File: config.mk
export PLATFORM = sky130hd
export DESIGN_NAME = ram_arb
export DESIGN_NICKNAME = d
export VERILOG_FILES = /design/src/rtl/ram_arb.sv
export SDC_FILE = /design/constraint.sdc
export NUM_CORES = 1
export LEC_CHECK = 0
export ABC_AREA = 1
export CORE_ASPECT_RATIO = 1.1
export CORE_MARGIN = 3
export CORE_UTILIZATION = 30
export CTS_CLUSTER_SIZE = 20
export DETAILED_ROUTE_END_ITERATION = 10
export PLACE_DENSITY = 0.8
export SLEW_MARGIN = 10
export SYNTH_ARGS = -nofsm -noshare
export SYNTH_HDL_FRONTEND = slang
export SYNTH_SLANG_ARGS = --single-unit
File: constraint.sdc
create_clock -name clk -period 1.9 [get_ports clk]
set_input_delay 0.19 -clock clk [delete_from_list [all_inputs] [get_ports clk]]
set_output_delay 0.19 -clock clk [all_outputs]
set_load 0.01 [all_outputs]
File: src/rtl/ram_arb.sv
// ram_arb: two-requester RAM arbiter with independent round-robin write/read ports and read-return tracking
module ram_arb #(
  parameter int ADDR_WIDTH = 4,
  parameter int DATA_WIDTH = 8,
  parameter int RD_LAT     = 1
) (
  input  logic                  clk,
  input  logic                  rst,
  input  logic                  m0_req,
  input  logic                  m0_we,
  input  logic [ADDR_WIDTH-1:0] m0_addr,
  input  logic [DATA_WIDTH-1:0] m0_wdata,
  output logic                  m0_gnt,
  output logic                  m0_rvalid,
  output logic [DATA_WIDTH-1:0] m0_rdata,
  input  logic                  m1_req,
  input  logic                  m1_we,
  input  logic [ADDR_WIDTH-1:0] m1_addr,
  input  logic [DATA_WIDTH-1:0] m1_wdata,
  output logic                  m1_gnt,
  output logic                  m1_rvalid,
  output logic [DATA_WIDTH-1:0] m1_rdata,
  output logic                  ram_wr_enb,
  output logic [ADDR_WIDTH-1:0] ram_wr_addr,
  output logic [DATA_WIDTH-1:0] ram_wr_data,
  output logic                  ram_rd_enb,
  output logic [ADDR_WIDTH-1:0] ram_rd_addr,
  input  logic [DATA_WIDTH-1:0] ram_rd_data
);

  logic                  wr_ptr, rd_ptr;
  logic [RD_LAT-1:0]     pv, pid;
  logic                  w0, w1, r0, r1;
  logic                  wr_any, rd_any, wr_id, rd_id, rd_ok;
  logic [ADDR_WIDTH-1:0] wa, ra;

  // Per-port arbitration: pointer breaks ties, a read yields to a same-address write
  always_comb begin
    w0     = rst & m0_req & m0_we;
    w1     = rst & m1_req & m1_we;
    r0     = rst & m0_req & ~m0_we;
    r1     = rst & m1_req & ~m1_we;
    wr_any = w0 | w1;
    rd_any = r0 | r1;
    wr_id  = (w0 & w1) ? wr_ptr : w1;
    rd_id  = (r0 & r1) ? rd_ptr : r1;
    wa     = wr_id ? m1_addr : m0_addr;
    ra     = rd_id ? m1_addr : m0_addr;
    rd_ok  = rd_any & ~(wr_any & (wa == ra));
  end

  // Grants, RAM port drive and read-return demux; idle fields are forced to zero
  always_comb begin
    m0_gnt      = (wr_any & ~wr_id) | (rd_ok & ~rd_id);
    m1_gnt      = (wr_any & wr_id) | (rd_ok & rd_id);
    ram_wr_enb  = wr_any;
    ram_wr_addr = wr_any ? wa : '0;
    ram_wr_data = wr_any ? (wr_id ? m1_wdata : m0_wdata) : '0;
    ram_rd_enb  = rd_ok;
    ram_rd_addr = rd_ok ? ra : '0;
    m0_rvalid   = pv[RD_LAT-1] & ~pid[RD_LAT-1];
    m1_rvalid   = pv[RD_LAT-1] & pid[RD_LAT-1];
    m0_rdata    = m0_rvalid ? ram_rd_data : '0;
    m1_rdata    = m1_rvalid ? ram_rd_data : '0;
  end

  // Round-robin pointers: hand priority to the other requester after each grant
  always_ff @(posedge clk or negedge rst) begin
    if (!rst) begin
      wr_ptr <= 1'b0;
      rd_ptr <= 1'b0;
    end else begin
      if (wr_any) wr_ptr <= ~wr_id;
      if (rd_ok)  rd_ptr <= ~rd_id;
    end
  end

  // Read-return pipeline of {valid, id}, one stage per cycle of RAM read latency
  always_ff @(posedge clk or negedge rst) begin
    if (!rst) begin
      pv  <= '0;
      pid <= '0;
    end else begin
      pv[0]  <= rd_ok;
      pid[0] <= rd_id;
      for (int i = 1; i < RD_LAT; i++) begin
        pv[i]  <= pv[i-1];
        pid[i] <= pid[i-1];
      end
    end
  end

endmodule

==> summary.md, run 1 <==
| Metric | Value |
|---|---|
| Cell Rows | 18 |
| Final Util | 86.67% |
| Yosys Warn Count | 0 |
| Crit path DAT | 2.00 ns |
| Outcome | finished with violations |
| Die Y | 59.72 um |
| Total global-route track usage | 25.00% |
| Max cap viols | 0 |
| Comb pwr share | 67.3% |
| Part of the power in registers | 15.4% |
| Crit path max-delay cell type | dfrtp_1 |
| Commonest non-fill, non-tap cell in the layout | clkdlybuf4s50_1 |
| Maximum clock path buffer count | 2 |
| Slew headroom | 81.65% |
| Setup Crit Path Kind | reg -> out |
| Commonest non-fill, non-tap cells in the layout | clkdlybuf4s50_1, nand2_1, buf_4 |
| Synth Area per Inst | 5.013 um2 |
| Synthesized cell area | roughly 790 um2 |
| Total congestion overflow | 0 |
| Setup_tns | -1.743 ns |
| Pin slew with the least headroom to its limit | 0.2746 ns |
| Vias | 1538 |
| Int Pwr | roughly 0.4 mW |
| Peak VDD IR | 0.2369 mV |
| Syn nets | 195 |
| Most used cell, CP | nand2_1 |
| Horiz. Die Dim | approximately 55 um |
| Hpwl dp | about 2800 um |
| Final period demand of the worst path | 2.185 ns |
| WP data required | 1.71 ns |
| Layout cell share with drive strength beyond 1 | 40.22% |
| Antenna violations before repair | 0 |
| Starting Density | 33.28% |
| Setup WS post-layout | -0.2853 ns |
| Clock skew | 0.005147 ns |
| Crit end category | primary output |
| Routed WL | 4563 um |
| Largest net degree at the start of global routing | 11 |
| Post-Syn Instances | 157 |
| Worst path cell trace | inv_2 -> nand4_4 -> nand2_8 -> buf_4 -> o21ai_2 -> inv_2 -> nand2_1 -> nand2_1 -> nand3_2 -> buf_6 -> nand2_2 -> nand2_1 -> buf_2 |
| DR iter-0 viols | 42 |
| CP Launch Type | flip-flop |
| Post-DR wirelength/cell | 14.91 um |
| Final setup fails | 12 |
| Crit path largest cell delay | roughly 0.37 ns |
| Period utilisation layout | 115.0% |
| Crit path buffers/inverters | 5 |
| RSZ-0062 raised after global routing | true |
| Sw power | 0.2618 mW |
| Clk Latency, worst-skew pair | around 0.25 ns |
| Cts-stage hold buffer count | 0 |
| Final hold violation count | 0 |
| Clk root buf | clkbuf_4 |
| RD Place Congestion | 0.9165 |
| DRT antenna net count | 0 |
| ANT cells | 0 |
| Crit-path leading delay family | simple AND/OR/NAND/NOR gates |
| First-pass GRT wire length | 5940 um |
| Inserted Clock Buffers | 3 |
| Final nets | 316 |
| CTS Sinks | 4 |
| I/O Buffers | 75 |
| Reg2reg setup slack | about 0.05 ns |
| Number of global-route vias before repair | 1415 |
| Violated checks | negative setup slack |
| Power Density | 322.5 mW/mm2 |
| Router iterations before antenna repair | 4 |
| Synth unique cells | 18 |
| Core region area | 0.002365 mm2 |
| I/O Pins | 76 |
| Area Growth Syn to Fin | 160.4% |
| Sw frac | 39.61% |
| Vias per cell | between 5 and 6 |
| Post-route DRC violation count | 0 |
| Tightest Hold Check Type | in -> async |
| Register area share after synthesis | 12.72% |
| H-tree level count | 1 |
| Lkg Pwr | 1.098 nW |
| Crit-path max FO | 8 |
| Clock share of power | 17.3% |
| Die Footprint | 0.003275 mm2 |
| Pins Over Slew Limit | 0 |
| Fmax | 457.6 MHz |
| Number of synthesized register bits | 4 |
| Clk pin slew, worst setup/hold paths | 0.04 ns |
| CTS tree | built |
-- registers in the layout, indices dropped and copies added, names as in the netlist --
signal,flops
wr_ptr,1
pid,1
rd_ptr,1
pv,1
-- worst reg2reg max path: cells and delay by family (launching register included) --
| family | cells | cell delay, ns |
|---|---|---|
| buffers and inverters | 4 | 0.43 |
| and+or+nand+nor | 10 | 0.90 |
| DFF | 1 | 0.40 |
-- cells in the mapped netlist, drive strengths merged --
cell	number	area share, %
o21ai	2	1.3
dfrtp	4	13
nor2	31	18
nand2	64	35
inv	30	14
o22ai	1	0.80
nand3	21	14
clkbuf	2	0.95
a21oi	1	0.64
nand4	1	1.6
-- per-layer routing --
metal / wire [um] / global-route usage, % / up-vias / part of all wire, %
met5: 0 / 0 / - / 0
met2: 2470 / 47.97 / 89 / 54
met4: 185 / 14.23 / 0 / 4.1
met1: 1568 / 23.18 / 714 / 34
li1: - / - / 714 / -
met3: 339 / 4.988 / 21 / 7.4
-- timing repair --
item | CTS | global route
setup endpoints to repair | 20 | 17
pin swaps | 23 | 20
gates resized for setup | 89 | 42
setup buffers | 18 | 5
-- final timing paths --
kind | cells after the start | startpoint | to
setup / recovery | 13 | wr_ptr | m1_gnt
hold / removal | 2 | rst | wr_ptr
setup reg to reg | 14 | rd_ptr | rd_ptr
hold reg to reg | 2 | wr_ptr | wr_ptr
max in group asynchronous | 2 | rst | pv
min in group clk | 2 | wr_ptr | wr_ptr
-- cells by family after synthesis --
family	share of synthesized area (%)
and+or+nand+nor	69.32
AOI/OAI and AO/OA	2.701
DFF	12.72
buffers and inverters	15.26
-- stage by stage --
stage / total power [mW] / hold WS [ns] / cell area (um2) / setup WS [ns] / instances
detailed placement: 0.4660 / 0.5652 / 1725 / -0.7302 / 281
CTS: 0.6021 / 0.04259 / 1939 / -0.1537 / 302
finish: 0.6609 / 0.04529 / 2049 / -0.2853 / 306
global route: 0.7003 / 0.04211 / 2049 / -0.3610 / 306
floorplan: 0.2404 / -0.1056 / 787.0 / 0.3718 / 157
global placement: 0.4608 / 0.5557 / 1725 / -0.7103 / 281
-- layout make-up --
type / count / area (um2)
timing repair buffer: 118 / 1080
multi-input combinational: 121 / 693.2
fill: 129 / 315.3
inverter: 30 / 116.4
sequential: 4 / 100.1
tap: 30 / 37.54
clock buffer: 3 / 22.52
-- power groups by stage --
stage          clock network, mW  registers, mW  logic, mW
2_1_floorplan                  0          0.100      0.140
3_3_place_gp                   0          0.101      0.360
3_5_place_dp                   0          0.101      0.365
4_1_cts                    0.110          0.101      0.391
5_1_grt                    0.126          0.102      0.472
6_report                   0.114          0.102      0.445
Power figures use the tool's default switching activity.
==> inputs of run 2 (changes only) <==
--- a/config.mk
+++ b/config.mk
@@ -7,11 +7,11 @@
 export LEC_CHECK = 0
 export ABC_AREA = 1
 export CORE_ASPECT_RATIO = 1.1
-export CORE_MARGIN = 3
+export CORE_MARGIN = 2
 export CORE_UTILIZATION = 30
 export CTS_CLUSTER_SIZE = 20
 export DETAILED_ROUTE_END_ITERATION = 10
-export PLACE_DENSITY = 0.8
+export PLACE_DENSITY = 0.9
 export SLEW_MARGIN = 10
 export SYNTH_ARGS = -nofsm -noshare
 export SYNTH_HDL_FRONTEND = slang
==> summary.md, run 2 (synthesis gave the netlist of run 1 again) <==
| Metric | Value |
|---|---|
| I/O Pins | 76 (unchanged) |
| DP Worst Slack | -0.6434 ns (was -0.7302 ns) |
| I/O Buffers | 75 (unchanged) |
| Tightest Hold Check Type | in -> async (unchanged) |
| Clk pin slew, worst setup/hold paths | 0.04 ns (about the same) |
| Router iterations before antenna repair | 4 (unchanged) |
| Cts-stage hold buffer count | 0 (unchanged) |
| Period utilisation layout | 106.1% (was 115.0%) |
| CTS tree | built (unchanged) |
| Final setup fails | 8 (was 12) |
| Part of the power in registers | 16.3% (was 15.4%) |
| Cell Rows | 19 (was 18) |
| Sw power | 0.2357 mW (was 0.2618 mW) |
| Crit-path max FO | 6 (was 8) |
| Worst hold slack | 0.04396 ns (was 0.04529 ns) |
| CP Launch Type | flip-flop (unchanged) |
| Violated checks | negative setup slack (unchanged) |
| Starting Density | 31.53% (was 33.28%) |
| Int Pwr | 0.3879 mW (was 0.3991 mW) |
| Crit end category | primary output (unchanged) |
| Die Footprint | 0.003050 mm2 (was 0.003275 mm2) |
| Antenna violations before repair | 0 (unchanged) |
| Outcome | finished with violations (unchanged) |
| CTS Sinks | 4 (unchanged) |
| Power Density | 323.6 mW/mm2 (was 322.5 mW/mm2) |
| Routed WL | 4096 um (was 4563 um) |
| Inserted Clock Buffers | 3 (unchanged) |
| Clock share of power | 17.3% (about the same) |
| Pin slew with the least headroom to its limit | 0.2993 ns (was 0.2746 ns) |
| Fmax | 495.9 MHz (was 457.6 MHz) |
| RSZ-0062 raised after global routing | true (unchanged) |
| Clock skew | 0.004438 ns (was 0.005147 ns) |
| Final period demand of the worst path | 2.016 ns (was 2.185 ns) |
| First-pass GRT wire length | 5589 um (was 5940 um) |
| RD Place Congestion | 0.8643 (was 0.9165) |
| H-tree level count | 1 (unchanged) |
| Vias per cell | 4.804 (was 5.026) |
| Clk Latency, worst-skew pair | 0.24 ns (was 0.25 ns) |
| Final hold violation count | 0 (unchanged) |
| Vias | 1446 (was 1538) |
| Die Y | 57.72 um (was 59.72 um) |
| Post-route DRC violation count | 0 (unchanged) |
| Total global-route track usage | 24.65% (was 25.00%) |
| Lkg Pwr | 1.067 nW (was 1.098 nW) |
| Comb pwr share | 66.4% (was 67.3%) |
| Horiz. Die Dim | 52.84 um (was 54.84 um) |
| Commonest non-fill, non-tap cells in the layout | clkdlybuf4s50_1, nand2_1, buf_4 (unchanged) |
| DR iter-0 viols | 63 (was 42) |
| Largest net degree at the start of global routing | 11 (unchanged) |
| Area Growth Syn to Fin | 144.8% (was 160.4%) |
| Number of global-route vias before repair | 1314 (was 1415) |
| Commonest non-fill, non-tap cell in the layout | clkdlybuf4s50_1 (unchanged) |
| Setup Crit Path Kind | reg -> out (unchanged) |
| Maximum clock path buffer count | 2 (unchanged) |
| Clk root buf | clkbuf_4 (unchanged) |
| Setup WS post-layout | -0.1164 ns (was -0.2853 ns) |
| Pins Over Slew Limit | 0 (unchanged) |
| Crit path DAT | 1.83 ns (was 2.00 ns) |
| Max cap viols | 0 (unchanged) |
| Sw frac | 37.79% (was 39.61%) |
| ANT cells | 0 (unchanged) |
| Layout cell share with drive strength beyond 1 | 37.04% (was 40.22%) |
| Core region area | 0.002496 mm2 (was 0.002365 mm2) |
| Peak VDD IR | 0.2083 mV (was 0.2369 mV) |
| WP data required | 1.71 ns (about the same) |
| Hpwl dp | 2721 um (was 2765 um) |
| Total power | 0.6236 mW (was 0.6609 mW) |
| Post-DR wirelength/cell | 13.61 um (was 14.91 um) |
| Total congestion overflow | 0 (unchanged) |
| Slew headroom | 80.00% (was 81.65%) |
| DRT antenna net count | 0 (unchanged) |
| Final nets | 310 (was 316) |
-- run 2: worst paths after layout --
check	cells past startpoint	slack, ns	end	from
max in group asynchronous	2	1.75	pid	rst
worst max-delay path	13	-0.12	ram_rd_addr[3]	wr_ptr
worst min register to register	3	0.57	rd_ptr	rd_ptr
worst max register to register	13	0.10	pv	wr_ptr
worst min-delay path	2	0.04	rd_ptr	rst
min in group clk	3	0.57	rd_ptr	rd_ptr
-- run 2: through the flow --
| stage | cells | cell area, um2 | utilization (%) | setup TNS (ns) |
|---|---|---|---|---|
| floorplan | 157 | 787.0 | - | 0 |
| global placement | 282 | 1739 | 69.67 | -9.545 |
| detailed placement | 282 | 1739 | 69.67 | -10.33 |
| CTS | 295 | 1849 | 74.09 | -0.3219 |
| global route | 301 | 1927 | 77.19 | -1.473 |
| finish | 301 | 1927 | 77.19 | -0.6776 |
-- run 2: layout make-up --
type / count / area [um2]
repair buffers: 112 / 1007
flip-flops and latches: 4 / 100.1
well taps: 31 / 38.79
multi-input cells: 121 / 641.9
fillers: 177 / 569.3
clock buffers: 3 / 22.52
inverters: 30 / 116.4
-- run 2: critical path, stage by stage, from the launching register on --
cell and delay, ns:
dfrtp_1 0.37, inv_2 0.08, nand4_4 0.12, nand2_4 0.12, buf_6 0.12, nand2_2 0.05
o21ai_2 0.07, inv_2 0.06, nand2_1 0.07, nand2_1 0.06, nand3_2 0.12, nand2_4 0.10
nor2_2 0.11, buf_2 0.13
-- run 2: per-layer routing --
layer / vias to the layer above / wire length (um) / track usage [%]
li1: 699 / - / -
met1: 647 / 1444 / 22.93
met2: 86 / 2166 / 49.11
met3: 14 / 367 / 5.670
met4: 0 / 118 / 10.26
met5: - / 0 / 0
-- run 2: power groups by stage --
stage	clock network [mW]	logic, mW	registers, mW
after CTS	0.111	0.377	0.101
after global placement	0	0.360	0.101
after detailed placement	0	0.367	0.101
final	0.108	0.414	0.101
after global routing	0.120	0.444	0.102
after floorplan	0	0.140	0.100
-- run 2: repair_timing --
item	in CTS	in global routing
resized for setup	80	33
pin swaps	14	12
setup endpoints to repair	20	21
buffers inserted	10	9
==> inputs of run 3 (changes only) <==
--- a/config.mk
+++ b/config.mk
@@ -8,10 +8,10 @@
 export ABC_AREA = 1
 export CORE_ASPECT_RATIO = 1.1
 export CORE_MARGIN = 2
-export CORE_UTILIZATION = 30
+export CORE_UTILIZATION = 27
 export CTS_CLUSTER_SIZE = 20
 export DETAILED_ROUTE_END_ITERATION = 10
-export PLACE_DENSITY = 0.9
+export PLACE_DENSITY = 0.86
 export SLEW_MARGIN = 10
 export SYNTH_ARGS = -nofsm -noshare
 export SYNTH_HDL_FRONTEND = slang
==> constraint.sdc (replaced) <==
create_clock -name clk -period 1.7 [get_ports clk]
set_input_delay 0.17 -clock clk [delete_from_list [all_inputs] [get_ports clk]]
set_output_delay 0.17 -clock clk [all_outputs]
set_load 0.01 [all_outputs]
==> summary.md, run 3 (synthesis gave the netlist of run 1 again) <==
| Metric | Value |
|---|---|
| Antenna violations before repair | 0 (unchanged) |
| Maximum clock path buffer count | 2 (unchanged) |
| Final hold violation count | 0 (unchanged) |
| Final period demand of the worst path | 1.968 ns |
| CTS tree | built (unchanged) |
| Final setup fails | 8 (unchanged) |
| Crit-path max FO | 6 (unchanged) |
| Pin slew with the least headroom to its limit | 0.2222 ns (was 0.2993 ns) |
| Fmax | 508.0 MHz |
| Routed WL | 3598 um (was 4096 um) |
| RSZ-0062 raised after global routing | true (unchanged) |
| Area Growth Syn to Fin | 153.6% (was 144.8%) |
| DRT antenna net count | 0 (unchanged) |
| Hpwl dp | 2364 um (was 2721 um) |
| Setup_tns | -1.753 ns (was -0.6776 ns) |
| Vias | 1411 (was 1446) |
| Clk pin slew, worst setup/hold paths | 0.04 ns (about the same) |
| Post-route DRC violation count | 0 (unchanged) |
| Layout filler cell count | 207 (was 177) |
| Number of global-route vias before repair | 1343 (was 1314) |
| Path depth of the worst reg2reg path | 13 (unchanged) |
| Die Footprint | 0.003363 mm2 (was 0.003050 mm2) |
| Final Util | 71.85% (was 77.19%) |
| Lkg Pwr | 1.168 nW (was 1.067 nW) |
| Inserted Clock Buffers | 3 (unchanged) |
| Core region area | 0.002778 mm2 (was 0.002496 mm2) |
| Commonest non-fill, non-tap cell in the layout | clkdlybuf4s50_1 (unchanged) |
| Crit path DAT | 1.80 ns (was 1.83 ns) |
| I/O Buffers | 75 (unchanged) |
| Clk Latency, worst-skew pair | 0.24 ns (about the same) |
| Largest net degree at the start of global routing | 11 (unchanged) |
| Setup WS post-layout | -0.2684 ns (was -0.1164 ns) |
| I/O Pins | 76 (unchanged) |
| Reg2reg setup slack | -0.08 ns (was 0.10 ns) |
| Max cap viols | 0 (unchanged) |
| CP Launch Type | flip-flop (unchanged) |
| RD Place Congestion | 0.8600 (was 0.8643) |
| Tightest Hold Check Type | in -> async (unchanged) |
| Violated checks | negative setup slack (unchanged) |
| Total congestion overflow | 0 (unchanged) |
| Horiz. Die Dim | 55.48 um (was 52.84 um) |
| Peak VDD IR | 0.2292 mV (was 0.2083 mV) |
| DR iter-0 viols | 60 (was 63) |
| First-pass GRT wire length | 5816 um (was 5589 um) |
| Starting Density | 28.33% (was 31.53%) |
| ANT cells | 0 (unchanged) |
| H-tree level count | 1 (unchanged) |
| Layout cell share with drive strength beyond 1 | 41.73% (was 37.04%) |
| Pins Over Slew Limit | 0 (unchanged) |
| Router iterations before antenna repair | 5 (was 4) |
| Total power | 0.7018 mW (was 0.6236 mW) |
| Die Y | 60.63 um (was 57.72 um) |
| Setup Crit Path Kind | reg -> out (unchanged) |
| Commonest non-fill, non-tap cells in the layout | clkdlybuf4s50_1, nand2_1, buf_4 (unchanged) |
| Clock skew | 0.002007 ns (was 0.004438 ns) |
| Outcome | finished with violations (unchanged) |
| Power Density | 351.7 mW/mm2 (was 323.6 mW/mm2) |
| CTS Sinks | 4 (unchanged) |
| Total global-route track usage | 21.98% (was 24.65%) |
| Cell Rows | 20 (was 19) |
| Post-DR wirelength/cell | 12.03 um (was 13.61 um) |
| Clk root buf | clkbuf_4 (unchanged) |
| WP data required | 1.53 ns (was 1.71 ns) |
| Period utilisation layout | 115.8% |
| Crit end category | primary output (unchanged) |
| Slew headroom | 85.19% (was 80.00%) |
| Vias per cell | 4.719 (was 4.804) |
| Final nets | 306 (was 310) |
run 3: changes by cell type in the layout (fill, tap and decap cells not counted), sizes merged:
cell,delta
buf,+3
dlymetal6s2s,+5
dlygate4sd3,+1
clkdlybuf4s50,-8
clkbuf,-5
run 3: path summary, 6_finish.rpt:
kind / start / end
max in group asynchronous: rst / pv
max reg2reg: wr_ptr / pv
min in group clk: rst / pid
max: wr_ptr / ram_rd_addr[0]
min: rst / rd_ptr
min reg2reg: wr_ptr / wr_ptr
run 3: final cells by class:
type	count	area, um2	share of cell area [%]
timing repair buffer	108	982.2	49.22
multi-input combinational	121	733.2	36.74
inverter	30	116.4	5.831
sequential	4	100.1	5.016
tap	33	41.29	2.069
clock buffer	3	22.52	1.129
run 3: critical path, stage by stage (launching register included):
cell     delay (ns)
dfrtp_1        0.37
inv_2          0.07
nand4_4        0.11
buf_6          0.17
nand3_4        0.06
nand2_2        0.05
nand2_1        0.06
nand2_1        0.07
nor2_2         0.11
nand3_2        0.13
nand2_4        0.17
nor2_2         0.05
buf_2          0.13
run 3: metal layers:
metal	vias to the layer above	share of wire [%]	track usage, %
met2	70	54	41.33
met3	14	6.9	3.412
met5	-	0	0
li1	693	-	-
met1	634	36	23.26
met4	0	3.2	14.63
run 3: timing repair:
action / 4_1_cts / 5_1_grt
pin swaps: 24 / 19
endpoints found under the setup margin: 30 / 32
hold endpoints to repair: 0 / 4
buffers inserted: 12 / 2
gates resized for setup: 114 / 45
hold buffers: 0 / 1
gates cloned: 0 / 0
run 3: metrics by stage:
stage	std cells	setup slack, ns	area, um2	hold slack, ns
6_report	299	-0.2684	1996	0.4733
5_1_grt	299	-0.3385	1996	0.4918
4_1_cts	299	-0.2113	1871	0.01490
3_5_place_dp	284	-0.8424	1742	0.5529
3_3_place_gp	284	-0.8130	1742	0.5328
2_1_floorplan	157	0.1918	787.0	-0.1256
run 3: where the power goes:
| part | switching, mW | internal [mW] |
|---|---|---|
| Combinational | 0.222 | 0.242 |
| Sequential | 0.00815 | 0.107 |
| Clock | 0.0435 | 0.0793 |
| Total | 0.273 | 0.429 |
